<file path="config.mk">
export PLATFORM = sky130hd
export DESIGN_NAME = demux_router_flat
export DESIGN_NICKNAME = d
export VERILOG_FILES = /design/src/rtl/demux_router_if.sv /design/src/rtl/demux_router.sv /design/src/flat_wrapper.sv
export SDC_FILE = /design/constraint.sdc
export NUM_CORES = 1
export LEC_CHECK = 0
export ABC_CLOCK_PERIOD_IN_PS = 1300
export CORE_MARGIN = 3
export CORE_UTILIZATION = 37
export DETAILED_ROUTE_END_ITERATION = 6
export GPL_ROUTABILITY_DRIVEN = 1
export PLACE_DENSITY_LB_ADDON = 0.15
export SETUP_SLACK_MARGIN = 0.1
export SLEW_MARGIN = 5
export SYNTH_ARGS = -nofsm -noshare
export SYNTH_HDL_FRONTEND = slang
export SYNTH_SLANG_ARGS = --single-unit
</file>
<file path="constraint.sdc">
create_clock -name clk -period 1.3 [get_ports clk]
set_input_delay 0.325 -clock clk [delete_from_list [all_inputs] [get_ports clk]]
set_output_delay 0.325 -clock clk [all_outputs]
set_load 0.02 [all_outputs]
</file>
<file path="src/rtl/demux_router_if.sv">
// Handshake bundle for demux_router: one producer side and N consumer channels.
// The router uses the slave modport. The producer/consumer side uses master.
interface demux_router_if #(
  parameter int N_CH   = 4,
  parameter int DATA_W = 8,
  parameter int SEL_W  = 2,
  parameter int CNT_W  = 8
);
  logic [DATA_W-1:0]      in_data;
  logic                   in_valid;
  logic                   in_ready;
  logic [SEL_W-1:0]       select;
  logic [N_CH*DATA_W-1:0] out_data;
  logic [N_CH-1:0]        out_valid;
  logic [N_CH-1:0]        out_ready;
  logic [N_CH-1:0]        dec_onehot;
  logic                   sel_err;
  logic [N_CH*CNT_W-1:0]  cnt_bus;

  modport slave (
    input  in_data, in_valid, select, out_ready,
    output in_ready, out_data, out_valid, dec_onehot, sel_err, cnt_bus
  );

  modport master (
    output in_data, in_valid, select, out_ready,
    input  in_ready, out_data, out_valid, dec_onehot, sel_err, cnt_bus
  );
endinterface

</file>
<file path="src/rtl/demux_router.sv">
// demux_router: registered 1-to-N demultiplexer with valid/ready on every side.
// Each channel owns a one-entry holding register, controlled by an EMPTY/FULL FSM.
// When the macro DEMUX_ROUTER_COUNT_EN is defined, each channel gets a saturating
// counter of accepted words. When it is not defined, cnt_bus is tied to zero.
module demux_router #(
  parameter int N_CH   = 4,
  parameter int DATA_W = 8,
  parameter int SEL_W  = 2,
  parameter int CNT_W  = 8
) (
  input  logic          clk,
  input  logic          rst,
  demux_router_if.slave bus
);

  typedef enum logic {EMPTY = 1'b0, FULL = 1'b1} ch_state_t;

  logic [N_CH-1:0]        sel_hit;
  logic [N_CH-1:0]        ch_open;
  logic [N_CH-1:0]        load;
  logic [N_CH-1:0]        valid_vec;
  logic [N_CH*DATA_W-1:0] data_flat;
  logic                   in_range;
  logic                   in_ready_int;
  logic                   acc;

  logic [N_CH-1:0]        dec_reg, dec_next;
  logic                   sel_err_reg, sel_err_next;

  // Each channel decodes the select by itself. Out-of-range selects produce no hit.
  // This avoids indexing past N_CH.
  for (genvar gi = 0; gi < N_CH; gi++) begin : g_decode
    assign sel_hit[gi] = (bus.select == SEL_W'(gi));
    assign ch_open[gi] = ~valid_vec[gi] | bus.out_ready[gi];
  end

  assign in_range     = |sel_hit;
  // An out-of-range word is always accepted, and it is then discarded.
  assign in_ready_int = in_range ? |(sel_hit & ch_open) : 1'b1;
  assign acc          = bus.in_valid & in_ready_int;
  assign load         = {N_CH{acc}} & sel_hit;

  for (genvar gi = 0; gi < N_CH; gi++) begin : g_ch
    ch_state_t         state_reg, state_next;
    logic [DATA_W-1:0] data_reg, data_next;

    // Register the channel state and its held word.
    always_ff @(posedge clk) begin
      if (rst) begin
        state_reg <= EMPTY;
        data_reg  <= '0;
      end else begin
        state_reg <= state_next;
        data_reg  <= data_next;
      end
    end

    // A load always wins. A drain without a load empties the channel.
    // The held data is kept in every other case.
    always_comb begin
      state_next = state_reg;
      data_next  = data_reg;
      case (state_reg)
        EMPTY: begin
          if (load[gi]) begin
            state_next = FULL;
            data_next  = bus.in_data;
          end
        end
        FULL: begin
          if (load[gi]) begin
            data_next  = bus.in_data;
          end else if (bus.out_ready[gi]) begin
            state_next = EMPTY;
          end
        end
        default: state_next = EMPTY;
      endcase
    end

    assign valid_vec[gi]                     = (state_reg == FULL);
    assign data_flat[gi*DATA_W +: DATA_W]    = data_reg;
  end

  // Register the one-hot of the last in-range accept and the drop pulse.
  always_ff @(posedge clk) begin
    if (rst) begin
      dec_reg     <= '0;
      sel_err_reg <= 1'b0;
    end else begin
      dec_reg     <= dec_next;
      sel_err_reg <= sel_err_next;
    end
  end

  // dec_onehot only moves on an in-range accept. sel_err marks a dropped word.
  always_comb begin
    dec_next     = dec_reg;
    sel_err_next = acc & ~in_range;
    if (acc && in_range) begin
      dec_next = sel_hit;
    end
  end

`ifdef DEMUX_ROUTER_COUNT_EN
  logic [N_CH*CNT_W-1:0] cnt_flat;

  for (genvar gi = 0; gi < N_CH; gi++) begin : g_cnt
    logic [CNT_W-1:0] cnt_reg, cnt_next;

    // Register the per-channel accepted-word count.
    always_ff @(posedge clk) begin
      if (rst) begin
        cnt_reg <= '0;
      end else begin
        cnt_reg <= cnt_next;
      end
    end

    // Count the in-range loads. The counter sticks at all-ones.
    always_comb begin
      cnt_next = cnt_reg;
      if (load[gi] && (cnt_reg != {CNT_W{1'b1}})) begin
        cnt_next = cnt_reg + CNT_W'(1);
      end
    end

    assign cnt_flat[gi*CNT_W +: CNT_W] = cnt_reg;
  end

  assign bus.cnt_bus = cnt_flat;
`else
  assign bus.cnt_bus = {(N_CH*CNT_W){1'b0}};
`endif

  assign bus.in_ready   = in_ready_int;
  assign bus.out_valid  = valid_vec;
  assign bus.out_data   = data_flat;
  assign bus.dec_onehot = dec_reg;
  assign bus.sel_err    = sel_err_reg;

endmodule
</file>
<file path="src/flat_wrapper.sv">
// flat-port wrapper written by rule: the top's interface ports become plain ports
module demux_router_flat 
#(
  parameter int N_CH   = 4,
  parameter int DATA_W = 8,
  parameter int SEL_W  = 2,
  parameter int CNT_W  = 8
)
  (clk, rst, bus_in_data, bus_in_valid, bus_select, bus_out_ready, bus_in_ready, bus_out_data, bus_out_valid, bus_dec_onehot, bus_sel_err, bus_cnt_bus);
  demux_router_if #(.N_CH(N_CH), .DATA_W(DATA_W), .SEL_W(SEL_W), .CNT_W(CNT_W)) bus_i ();
  input  logic clk;
  input  logic rst;
  input wire logic [$bits(bus_i.in_data)-1:0] bus_in_data;
  input wire logic [$bits(bus_i.in_valid)-1:0] bus_in_valid;
  input wire logic [$bits(bus_i.select)-1:0] bus_select;
  input wire logic [$bits(bus_i.out_ready)-1:0] bus_out_ready;
  output wire logic [$bits(bus_i.in_ready)-1:0] bus_in_ready;
  output wire logic [$bits(bus_i.out_data)-1:0] bus_out_data;
  output wire logic [$bits(bus_i.out_valid)-1:0] bus_out_valid;
  output wire logic [$bits(bus_i.dec_onehot)-1:0] bus_dec_onehot;
  output wire logic [$bits(bus_i.sel_err)-1:0] bus_sel_err;
  output wire logic [$bits(bus_i.cnt_bus)-1:0] bus_cnt_bus;
  assign bus_i.in_data = bus_in_data;
  assign bus_i.in_valid = bus_in_valid;
  assign bus_i.select = bus_select;
  assign bus_i.out_ready = bus_out_ready;
  assign bus_in_ready = bus_i.in_ready;
  assign bus_out_data = bus_i.out_data;
  assign bus_out_valid = bus_i.out_valid;
  assign bus_dec_onehot = bus_i.dec_onehot;
  assign bus_sel_err = bus_i.sel_err;
  assign bus_cnt_bus = bus_i.cnt_bus;
  demux_router #(.N_CH(N_CH), .DATA_W(DATA_W), .SEL_W(SEL_W), .CNT_W(CNT_W)) u_core (.clk(clk), .rst(rst), .bus(bus_i));
endmodule
</file>
==> results.cfg <==
[worst_setup_path]
cp-end-kind = output port
r2r-end = u_core.bus.dec_onehot[2]
r2r_start = u_core.g_ch[1].state_reg
r2r_cells = 4
critPathKind = input pin to output port
arrival_ns = 1.38
critPathMaxFanout = 2
cp-start-kind = input pin
r2r_setup_slack_ns = -0.07
startpoint = bus_out_ready[3]
required_ns = 0.98
critPathCapture = bus_in_ready

[route]
drc = 0
wire_per_inst_um = 14.6
routed_wl_um = 5280
vias_per_cell = 4.89
drt_first_pass_iters = 4
drt-initial-drc-count = 121
num_vias = 1767
ant_nets = 0

[place]
dp.cells = 347
gp_congestion = 0.801
postPlaceCellArea_um2 = 2550
hpwl_um = 3520
portBuffers = 58

[power_and_ir_drop]
vdd_drop_max_mv = 0.664
powerDensity_nw_per_um2 = 1080
power.total_uw = 2810
p_leak_uw = 0.00111

[sta]
setup_ws_ns = -0.401
slew_violations = 0
fin_hold_ws_ns = 0.310
setup_viol = 6
fin_tns_setup_ns = -0.740
timing.final.hold_violations = 0
fin_crit_sh_pct = 131
period_minus_slack_ns = 1.70
rsz0062_at_grt = yes
finalClockSkew_ns = 0.00412
fmax_mhz = 588

[hold_path]
hp-start = bus_in_valid
hold_class = input pin to flop

[synthesis]
synth_ff_type = dfxtp_1
synth_area_leaders = dfxtp_1 42%, buf_4 14%, a21oi_1 10%
synth_cells = 222
synth_top_area_share_pct = 41.7
syn_area_um2 = 1970
synth_edf_count = 0
yosysTopAreaCell = dfxtp_1
ys_ff_latch = 41
seq_area_frac_synth_pct = 41.7
ys_warn_count = 0
yosysMostFrequentCell = dfxtp_1
avgSynthCellArea_um2 = 8.86
yosysUniqueCellTypes = 21
synthArstFlopShare_pct = 0
synthTopCellsByCount = 41 x dfxtp_1, 40 x a21oi_1, 36 x buf_4

[cts]
cts_buffer_depth = 2
cts_tree = done
clk_latency_ns = 0.30
htreeDepth = 2
cts_sinks = 41
clk_pin_slew_ns = 0.08
cts_root_buf = clkbuf_8
cts-buffers-inserted = 5

[global_routing]
grt_max_degree = 41
grtUsageTotal_pct = 17.1
grt_pass1_wl_um = 8280
grt-ovfl-total = 0
antenna_found_initial = 0
grt_pass1_vias = 1612

[run_status]
status = finished with violations
violations = negative setup slack

[finish]
stdcell_count = 361
diodes = 0
final_layout_size_suffix_gt1_share_pct = 34.4
nets = 311
area_growth_pct = 32.1
post-route-cell-area_um2 = 2600
largest_register_ffs = 32

[floorplan]
die_width_um = 78.9
die_y_um = 78.9
dieArea_um2 = 6230
rows = 25
pin_count = 91
start_util_pct = 39.8
coreArea_um2 = 4940

[flow_run]
maxCapViolations = 0
through the flow:
stage | util [%] | worst slack (ns)
6_report | 52.6 | -0.401
2_1_floorplan | - | -0.0407
5_1_grt | 52.6 | -0.430
4_1_cts | 52.1 | -0.398
3_5_place_dp | 51.6 | -0.984
3_3_place_gp | 51.6 | -0.982
logic make-up after synthesis:
kind of cell / count (synthesis) / share of synthesized area [%]
AOI/OAI and AO/OA: 76 / 20.1
and+or+nand+nor: 52 / 16.8
buffers and inverters: 51 / 20.0
DFF: 41 / 41.7
muxes: 1 / 1.14
other: 1 / 0.191
where the power goes:
part / internal (uW) / switching (uW) / total (uW)
sequential: 1300 / 22.0 / 1320
combinational: 183 / 303 / 486
clock: 558 / 447 / 1010
worst min path at each step:
stage,depth (start not counted),slack [ns],endpoint
2_1_floorplan,2,0.47,u_core.g_ch[2].data_reg[7]
3_3_place_gp,2,0.46,u_core.g_ch[3].data_reg[5]
3_5_place_dp,2,0.47,u_core.g_ch[3].data_reg[0]
4_1_cts,2,0.45,u_core.bus.dec_onehot[0]
5_1_grt,2,0.31,u_core.bus.dec_onehot[0]
6_report,2,0.31,u_core.bus.dec_onehot[0]
layout by cell type (no fill, tap or decap):
master	instances
a21oi_1	39
nand2_1	4
nand3_1	33
mux4_2	1
bufinv_16	1
nand3b_1	2
o21ai_2	1
clkdlybuf4s15_1	1
dlygate4sd2_1	4
clkinv_2	1
buf_12	4
nand2b_4	4
conb_1	33
and3_2	1
dfxtp_1	37
nor2b_2	3
buf_2	38
nor2b_4	1
clkdlybuf4s50_1	9
a311oi_2	4
nor3b_4	1
o21ai_1	7
o21ai_0	24
buf_4	12
clkbuf_2	2
or3b_4	2
buf_6	13
clkbuf_8	5
dfxtp_2	4
and3b_2	2
a21oi_2	1
metal layers:
layer / up-vias / track usage [%] / wire length [um]
li1: 859 / - / -
met1: 825 / 22.7 / 2260
met2: 79 / 26.1 / 2440
met3: 4 / 6.24 / 540
met4: 0 / 4.64 / 40
met5: - / 0 / 0
critical path, stage by stage:
cell           delay [ns]
dlygate4sd2_1        0.25
nand2b_4             0.15
mux4_2               0.49
buf_6                0.15
what timing repair did:
item	CTS	global route
hold endpoints to repair	0	0
hold buffers	0	0
gates resized for setup	204	12
buffers inserted	4	0
setup endpoints to repair	82	28
pin swaps	1	3
cloned	1	2
final cells by class:
class / count / area [um2]
clock inverter: 2 / 35.0
multi-input combinational: 163 / 933
fill: 522 / 2340
clock buffer: 5 / 68.8
tap: 67 / 83.8
sequential: 41 / 826
timing repair buffer: 83 / 652
No activity file was read; power rests on OpenSTA's default activity.
